===== src/rtl/fpu_addsub_pipe.sv =====
// Floating-point add/subtract unit for the {sign, exponent, mantissa} format.
// One operation in flight: IDLE -> ALIGN -> OPERATE -> NORMALIZE -> ROUND -> DONE.
// Rounding is round-to-nearest-even on a {hidden, mant, G, R, S} working significand.
// status_out = {UNDERFLOW, OVERFLOW, INEXACT, EXACT}.
module fpu_addsub_pipe #(
  parameter int EXP_W = 6,
  parameter int MAN_W = 25
) (
  input  logic                   clock100KHz,
  input  logic                   reset,
  input  logic                   start_in,
  input  logic                   op_mode_in,
  input  logic [EXP_W+MAN_W:0]   op_A_in,
  input  logic [EXP_W+MAN_W:0]   op_B_in,
  output logic                   busy_out,
  output logic                   done_out,
  output logic [EXP_W+MAN_W:0]   data_out,
  output logic [3:0]             status_out
);

  localparam int W    = 1 + EXP_W + MAN_W;
  localparam int SW   = MAN_W + 4;
  localparam int LZ_W = $clog2(SW);
  localparam int EW   = EXP_W + 2;
  localparam logic signed [EW-1:0] EXP_ONE   = EW'(1);
  localparam logic signed [EW-1:0] EXP_LIMIT = EW'(2**EXP_W - 1);

  typedef enum logic [2:0] {
    IDLE, ALIGN, OPERATE, NORMALIZE, ROUND, DONE
  } state_t;

  state_t state, state_next;

  // Captured operands
  logic [W-1:0] a_q, b_q;
  logic         mode_q;

  // Alignment results
  logic [SW-1:0]    alg_big_q, alg_small_q;
  logic [EXP_W-1:0] alg_exp_q;
  logic             alg_sub_q, alg_sign_q;

  // Operate result (one extra bit for carry-out)
  logic [SW:0] sum_q;

  // Normalised value; the hidden bit is implicit here
  logic [SW-2:0]          nfrac_q;
  logic signed [EW-1:0]   nexp_q;
  logic                   nzero_q, nuf_q, nsign_q;

  // Combinational stage signals
  logic             sign_a, sign_b, a_big, al_sub, al_sign;
  logic [EXP_W-1:0] exp_a, exp_b, big_exp, small_exp, diff;
  logic [MAN_W:0]   sig_a, sig_b, big_sig, small_sig;
  logic [SW-1:0]    small_ext, shifted, lost_mask, al_big, al_small;
  logic [SW:0]      opr_sum;
  logic [LZ_W-1:0]  lzc;
  logic             found;
  logic [SW-2:0]    nrm_frac;
  logic signed [EW-1:0] nrm_exp, rnd_exp;
  logic             nrm_zero, nrm_uf, nrm_sign;
  logic             g_bit, r_bit, s_bit, inc, inexact;
  logic [MAN_W:0]   man_plus;
  logic [MAN_W-1:0] rnd_man;
  logic [W-1:0]     rnd_data;
  logic [3:0]       rnd_status;

  // State register
  always_ff @(posedge clock100KHz or posedge reset) begin
    if (reset) state <= IDLE;
    else       state <= state_next;
  end

  // Next-state sequencing and handshake outputs
  always_comb begin
    state_next = state;
    busy_out   = 1'b0;
    done_out   = 1'b0;
    case (state)
      IDLE:      if (start_in) state_next = ALIGN;
      ALIGN:     begin busy_out = 1'b1; state_next = OPERATE;   end
      OPERATE:   begin busy_out = 1'b1; state_next = NORMALIZE; end
      NORMALIZE: begin busy_out = 1'b1; state_next = ROUND;     end
      ROUND:     begin busy_out = 1'b1; state_next = DONE;      end
      DONE:      begin busy_out = 1'b1; done_out = 1'b1; state_next = IDLE; end
      default:   state_next = IDLE;
    endcase
  end

  // Operand decode: a zero exponent means zero, otherwise the hidden 1 is restored
  assign sign_a = a_q[W-1];
  assign sign_b = b_q[W-1] ^ mode_q;
  assign exp_a  = a_q[W-2:MAN_W];
  assign exp_b  = b_q[W-2:MAN_W];
  assign sig_a  = (exp_a == '0) ? '0 : {1'b1, a_q[MAN_W-1:0]};
  assign sig_b  = (exp_b == '0) ? '0 : {1'b1, b_q[MAN_W-1:0]};
  assign a_big  = {exp_a, sig_a} >= {exp_b, sig_b};

  // Align: shift the smaller operand right, folding lost bits into sticky
  always_comb begin
    big_exp   = a_big ? exp_a : exp_b;
    small_exp = a_big ? exp_b : exp_a;
    big_sig   = a_big ? sig_a : sig_b;
    small_sig = a_big ? sig_b : sig_a;
    diff      = big_exp - small_exp;
    small_ext = {small_sig, 3'b000};
    al_big    = {big_sig, 3'b000};
    shifted   = '0;
    lost_mask = '0;
    if (int'(diff) > MAN_W + 3) begin
      al_small = {{(SW-1){1'b0}}, |small_sig};
    end else begin
      shifted   = small_ext >> diff;
      lost_mask = (SW'(1) << diff) - SW'(1);
      al_small  = {shifted[SW-1:1], shifted[0] | (|(small_ext & lost_mask))};
    end
    al_sub  = sign_a ^ sign_b;
    al_sign = al_sub ? (a_big ? sign_a : sign_b) : sign_a;
  end

  // Operate: magnitude add or larger-minus-smaller
  always_comb begin
    if (alg_sub_q) opr_sum = {1'b0, alg_big_q} - {1'b0, alg_small_q};
    else           opr_sum = {1'b0, alg_big_q} + {1'b0, alg_small_q};
  end

  // Normalise: right shift on carry-out, else left shift by leading-zero count
  always_comb begin
    lzc      = '0;
    found    = 1'b0;
    nrm_frac = '0;
    nrm_exp  = '0;
    nrm_zero = 1'b0;
    nrm_uf   = 1'b0;
    nrm_sign = alg_sign_q;
    for (int i = SW - 1; i >= 0; i--) begin
      if (!found && sum_q[i]) begin
        lzc   = LZ_W'(SW - 1 - i);
        found = 1'b1;
      end
    end
    if (sum_q == '0) begin
      nrm_zero = 1'b1;
      nrm_sign = alg_sign_q & ~alg_sub_q;
    end else if (sum_q[SW]) begin
      nrm_frac = {sum_q[SW-1:2], sum_q[1] | sum_q[0]};
      nrm_exp  = EW'(alg_exp_q) + EW'(1);
    end else begin
      nrm_frac = (SW-1)'(sum_q[SW-1:0] << lzc);
      nrm_exp  = EW'(alg_exp_q) - EW'(lzc);
      if (nrm_exp < EXP_ONE) nrm_uf = 1'b1;
    end
  end

  // Round to nearest even, then resolve zero, underflow and overflow results
  always_comb begin
    g_bit    = nfrac_q[2];
    r_bit    = nfrac_q[1];
    s_bit    = nfrac_q[0];
    inc      = g_bit & (r_bit | s_bit | nfrac_q[3]);
    inexact  = g_bit | r_bit | s_bit;
    man_plus = {1'b0, nfrac_q[SW-2:3]} + (MAN_W+1)'(inc);
    if (man_plus[MAN_W]) begin
      rnd_man = '0;
      rnd_exp = nexp_q + EW'(1);
    end else begin
      rnd_man = man_plus[MAN_W-1:0];
      rnd_exp = nexp_q;
    end
    rnd_data   = '0;
    rnd_status = 4'b0001;
    if (nzero_q) begin
      rnd_data   = {nsign_q, {(W-1){1'b0}}};
      rnd_status = 4'b0001;
    end else if (nuf_q) begin
      rnd_data   = {nsign_q, {(W-1){1'b0}}};
      rnd_status = 4'b1010;
    end else if (rnd_exp >= EXP_LIMIT) begin
      rnd_data   = {nsign_q, {EXP_W{1'b1}}, {MAN_W{1'b0}}};
      rnd_status = 4'b0110;
    end else begin
      rnd_data   = {nsign_q, rnd_exp[EXP_W-1:0], rnd_man};
      rnd_status = inexact ? 4'b0010 : 4'b0001;
    end
  end

  // Datapath registers, each loaded in the state that produces them
  always_ff @(posedge clock100KHz or posedge reset) begin
    if (reset) begin
      a_q         <= '0;
      b_q         <= '0;
      mode_q      <= 1'b0;
      alg_big_q   <= '0;
      alg_small_q <= '0;
      alg_exp_q   <= '0;
      alg_sub_q   <= 1'b0;
      alg_sign_q  <= 1'b0;
      sum_q       <= '0;
      nfrac_q     <= '0;
      nexp_q      <= '0;
      nzero_q     <= 1'b0;
      nuf_q       <= 1'b0;
      nsign_q     <= 1'b0;
      data_out    <= '0;
      status_out  <= '0;
    end else begin
      case (state)
        IDLE: if (start_in) begin
          a_q    <= op_A_in;
          b_q    <= op_B_in;
          mode_q <= op_mode_in;
        end
        ALIGN: begin
          alg_big_q   <= al_big;
          alg_small_q <= al_small;
          alg_exp_q   <= big_exp;
          alg_sub_q   <= al_sub;
          alg_sign_q  <= al_sign;
        end
        OPERATE: sum_q <= opr_sum;
        NORMALIZE: begin
          nfrac_q <= nrm_frac;
          nexp_q  <= nrm_exp;
          nzero_q <= nrm_zero;
          nuf_q   <= nrm_uf;
          nsign_q <= nrm_sign;
        end
        ROUND: begin
          data_out   <= rnd_data;
          status_out <= rnd_status;
        end
        default: ;
      endcase
    end
  end

endmodule


===== config.mk =====
export PLATFORM = sky130hd
export DESIGN_NAME = fpu_addsub_pipe
export DESIGN_NICKNAME = d
export VERILOG_FILES = /design/src/rtl/fpu_addsub_pipe.sv
export SDC_FILE = /design/constraint.sdc
export NUM_CORES = 1
export LEC_CHECK = 0
export ABC_AREA = 1
export BUFFER_PORTS_ARGS = -buffer_cell sky130_fd_sc_hd__buf_2
export CORE_UTILIZATION = 58
export DETAILED_ROUTE_END_ITERATION = 6
export HOLD_SLACK_MARGIN = 0.12
export PLACE_DENSITY = 0.76
export SETUP_SLACK_MARGIN = 0.4
export SYNTH_ARGS = -nofsm -noshare
export SYNTH_HDL_FRONTEND = slang
export SYNTH_SLANG_ARGS = --single-unit

===== constraint.sdc =====
create_clock -name clock100KHz -period 17.2 [get_ports clock100KHz]
set_input_delay 0.86 -clock clock100KHz [delete_from_list [all_inputs] [get_ports clock100KHz]]
set_output_delay 0.86 -clock clock100KHz [all_outputs]
set_load 0.02 [all_outputs]

== Word level (Yosys, flattened, before mapping) ==
Index checks and enable logic that the tools add are counted.

* Output and inout bits: 38
* Bits in registers: 236
* Input bits: 68
* Word-level logic and storage cells: 202

* Eq/ne operators: 6
* $lt $le $gt $ge: 4
* Shifts and indexed selects: 3
* $add $sub $neg: 8
* Bitwise operators: 12
* Reductions and logical operators: 64
* Multiplexer cells: 88

{| class="wikitable"
|+ Operator list
! operator !! number
|-
| $mux 5 || 27
|-
| $mux 26 || 4
|-
| $mux 31 || 3
|-
| $mux 28 || 2
|-
| $mux 1 || 38
|-
| $ge 32x32->1 || 1
|-
| $add 29x29->30 || 1
|-
| $logic_not 30->1 || 1
|-
| $mux 30 || 1
|-
| $sub 29x29->30 || 1
|-
| $and 29x29->29 || 1
|-
| $mux 29 || 1
|-
| $reduce_or 29->1 || 1
|-
| $shl 1x6->29 const A || 1
|-
| $shl 29x5->28 || 1
|-
| $shr 29x6->29 || 1
|-
| $sub 29x2->29 const B || 1
|-
| $logic_and 1x1->1 || 28
|-
| $logic_not 1->1 || 28
|-
| $add 25x1->26 || 1
|-
| $reduce_or 26->1 || 1
|-
| $mux 25 || 1
|-
| $mux 8 || 3
|-
| $pmux 3 s5 || 1
|-
| 23 further kinds || 36
|}

== Logic depth before layout (Yosys ltp) ==
* Depth after elaboration: 90
* Depth in mapped cells: 41
* Mapped depth without buffers: 40

== Worst setup path after synthesis ==
Ideal clock, no wire load.

* Path type: reg-to-reg
* Start point: register a_q[27]
* End point: register alg_small_q[1]
* Data required time: 17.117 ns
* Clock period less this slack: 4.188 ns
* Data arrival time: 4.106 ns
* Stages on the path, launching flop included: 29
* Path slack: 13.012 ns
* Path through: dfrtp_1 -> nor2_1 -> and3_1 -> clkinv_1 -> clkbuf_1 -> nand2_1 -> inv_1 -> ha_1 -> a21oi_1 -> nor2_1 -> nor2_1 -> nand2_1 -> a21oi_2 -> nand3_2 -> nand2_1 -> nand3_1 -> ha_1 -> clkbuf_1 -> inv_1 -> buf_1 -> clkbuf_1 -> nand2_1 -> o21ai_0 -> inv_1 -> nand2_1 -> o21ai_0 -> o21ai_0 -> o22ai_1 -> o22ai_1

* Cells in the longest elaborated chain, start to end: 7
* Elaborated cells on any way between the ends: 10

{| class="wikitable"
|+ RTL lines
! item !! line !! RTL
|-
| start: declaration || 35 || <nowiki>logic [W-1:0] a_q, b_q;</nowiki>
|-
| start signal: assignment || 209 || <nowiki>a_q <= op_A_in;</nowiki>
|-
| $logic_not 6->1 || 95 || <nowiki>assign sig_a = (exp_a == '0) ? '0 : {1'b1, a_q[MAN_W-1:0]};</nowiki>
|-
| $mux 26 || 95 ||
|-
| $ge 32x32->1 || 97 || <nowiki>assign a_big = {exp_a, sig_a} >= {exp_b, sig_b};</nowiki>
|-
| $mux 6, on equally long branches || 101, 102 ||
|-
| $sub 6x6->6 || 105 || <nowiki>diff = big_exp - small_exp;</nowiki>
|-
| $shr 29x6->29 or $gt 6x5->1 (tied branches) || 113, 110 ||
|-
| $mux 29 * || 110 || <nowiki>if (int'(diff) > MAN_W + 3) begin</nowiki>
|-
| end signal: assignment || 215 || <nowiki>alg_small_q <= al_small;</nowiki>
|-
| end: declaration || 39 || <nowiki>logic [SW-1:0] alg_big_q, alg_small_q;</nowiki>
|}

Every way passes the cells marked *; elsewhere a longest branch is shown, timed or not.
A chain may end at the register's enable or synchronous reset.

== Worst setup path in the final report ==
* Start point: register a_q[29]
* End point: register alg_small_q[2]

Same word-level chain as after synthesis.

==> results.json <==
{
  "status": "finished, final reports clean",
  "yosys.area_share.simple_pct": 23.8,
  "synth_edf_count": 0,
  "antennaDiodeCount": 0,
  "tns_ps": 0,
  "path_clk_slew_ps": 60,
  "cts_max_path_buffers": 3,
  "rsz0062_at_grt": "false",
  "wl_per_cell_um": 17.4,
  "fillers": 2782,
  "final_nets": 2780,
  "initial_core_util_pct": 58.9,
  "max_freq_ghz": 0.162,
  "synth_cell_types": 63,
  "drc": 0,
  "end_kind": "flip-flop",
  "fin_skew_ps": 16.4,
  "r2r_start": "a_q[29]$_DFFE_PP0P_",
  "synth_top_cell_by_area": "dfrtp_1",
  "cap_viol_max_count": 0,
  "die_w_um": 178,
  "yosys_warnings": 0,
  "cts_sinks": 236,
  "place_congestion": 1.02,
  "synthAdderAreaFrac_pct": 6.77,
  "post-route-min-period_ps": 6160,
  "dp_cells": 2983,
  "crit_top_cell": "nand2_1",
  "first_global_vias": 16165,
  "fin_cells": 3031,
  "synthMuxAreaShare_pct": 3.20,
  "io_buffers": 105,
  "synth_top_family_by_area": "simple AND/OR/NAND/NOR gates",
  "detail_route.first_pass.iterations": 5,
  "critPathLaunchType": "flip-flop",
  "antenna_found_initial": 0,
  "fin_util_pct": 63.8,
  "io_pins": 106,
  "postCtsSetupRepairBufs": 0,
  "grtUsageTotal_pct": 33.5,
  "cp_max_fo": 90,
  "synth_nets": 2762,
  "hold_viol_final": 0,
  "synth_compound_area_share_pct": 20.8,
  "place_ws_ps": 11270,
  "layout_commonest_cell": "nand2_1",
  "worst_slack_ps": 11040,
  "arrival_ps": 6610,
  "crit_buf_inv": 3,
  "htreeDepth": 1,
  "worst-slew-pin-transition_ps": 1150,
  "crit_family": "simple AND/OR/NAND/NOR gates",
  "synth_area_um2": 18000,
  "synth_area_per_cell_um2": 6.91,
  "multi_input_area_um2": 10300,
  "reg2reg_to": "alg_small_q[2]$_DFFE_PP0P_",
  "finalMaxSlewViolations": 0,
  "worstSetupPathType": "flip-flop to flip-flop",
  "synth_seq_cells": 236,
  "grt_pass1_wl_mm": 83.2,
  "cp.required_ps": 17650,
  "viasPerCell": 5.77,
  "coreArea_um2": 30500,
  "syn_to_final_growth_pct": 8.33,
  "r2r_cells": 25,
  "fp-row-count": 64,
  "max_stage_delay_ps": 650,
  "cts_tree": "done",
  "syn_inst": 2598,
  "dieArea_um2": 31700,
  "async_flop_share_pct": 100,
  "fin_crit_sh_pct": 35.8,
  "slowest_stage": "clkinv_1",
  "synthTopCellsByArea": "dfrtp_1 33%, nand2_1 13%, o21ai_0 7.7%",
  "vias": 17488,
  "synth_top_area_share_pct": 32.9,
  "grt_max_degree": 107,
  "yosys_most_used_dff": "dfrtp_1",
  "overflow": 0,
  "initialDrtViolationCount": 1648,
  "ctsResizeCount": 0,
  "ff_latch_area_um2": 5910,
  "insertion_delay_ps": 540,
  "cts_made_buffers": 27,
  "r2r_setup_slack_ps": 11040,
  "ant_nets": 0,
  "holdCritPathClass": "input port to async pin",
  "clock-root-buffer": "clkbuf_16",
  "final_cell_mix": "640 x nand2_1, 312 x inv_1, 276 x o21ai_0, 236 x dfrtp_1, 200 x nor2_1",
  "finalSetupViolations": 0,
  "hpwlAfterDp_mm": 40.5,
  "drive_above_1_share_pct": 9.98,
  "synth_xor_area_share_pct": 2.44,
  "routed_wirelength_mm": 52.8,
  "yosysSeqAreaShare_pct": 32.9,
  "relSlewSlack_pct": 23.4,
  "ctsHoldBuffers": 0,
  "fp.dieH_um": 178
}
## worst max path at each step
stage	cells past startpoint	start	end
detailed placement	25	a_q[29]$_DFFE_PP0P_	alg_small_q[2]$_DFFE_PP0P_
global placement	32	a_q[29]$_DFFE_PP0P_	alg_small_q[0]$_DFFE_PP0P_
CTS	25	a_q[29]$_DFFE_PP0P_	alg_small_q[2]$_DFFE_PP0P_
global route	37	a_q[29]$_DFFE_PP0P_	alg_small_q[0]$_DFFE_PP0P_
floorplan	1	reset	a_q[0]$_DFFE_PP0P_
finish	25	a_q[29]$_DFFE_PP0P_	alg_small_q[2]$_DFFE_PP0P_
## kinds of logic after synthesis
group           count (synthesis)
fa+ha+maj                      96
flops                         236
mux                            53
buf+inv                       458
xor+xnor                       50
simple gates                 1024
compound gates                681
## registers in the layout (all words and copies together), names as in the netlist
signal       flops
a_q             32
alg_big_q       26
alg_exp_q        6
data_out        32
nsign_q          1
b_q             32
nexp_q           8
nzero_q          1
mode_q           1
alg_sub_q        1
nuf_q            1
alg_sign_q       1
alg_small_q     29
sum_q           30
nfrac_q         28
status_out       4
state            3
## final cells by class
class                      instances  area share [%]
sequential                       236            30.4
clock buffer                      38            3.99
multi-input combinational       1904            52.8
clock inverter                    10           0.630
timing repair buffer             123            3.40
inverter                         324            6.29
tap                              396            2.55
## stage by stage
stage / hold slack, ps / instance area (um^2)
5_1_grt: 482 / 19500
6_report: 415 / 19500
3_5_place_dp: 462 / 18600
3_3_place_gp: 459 / 18600
2_1_floorplan: 449 / 18000
4_1_cts: 466 / 19500
## cells in the mapped netlist (3+ instances only)
cell type and n:
a211oi_1 5, a21boi_0 5, a21boi_1 4, a21oi_1 179, a31oi_1 11, buf_1 10
buf_2 13, buf_4 6, buf_6 7, clkbuf_1 98, clkinv_1 3, dfrtp_1 236
ha_1 94, inv_1 313, inv_2 8, mux2_2 35, mux2i_1 18, nand2_1 640
nand2_2 15, nand3_1 75, nand3_2 9, nand4_1 29, nor2_1 202, nor2_2 7
nor2_4 3, nor3_1 19, nor3_2 4, nor4_1 5, o2111ai_1 5, o211ai_1 37
o21a_1 4, o21ai_0 276, o21ai_1 74, o221ai_1 3, o22ai_1 50, o31ai_1 8
or2_2 4, xnor2_1 3, xor2_1 47
## metal layers
metal  vias up  global-route usage [%]  wire length [um]
li1       8635                       -                 -
met1      8037                    40.3             21300
met2       632                    56.7             24900
met3       184                    3.28              2600
met4         0                    23.0              4040
met5         -                       0                 0
Power is not shown: default switching activity piles up to over one toggle a cycle in this logic, so the estimate is an artifact.
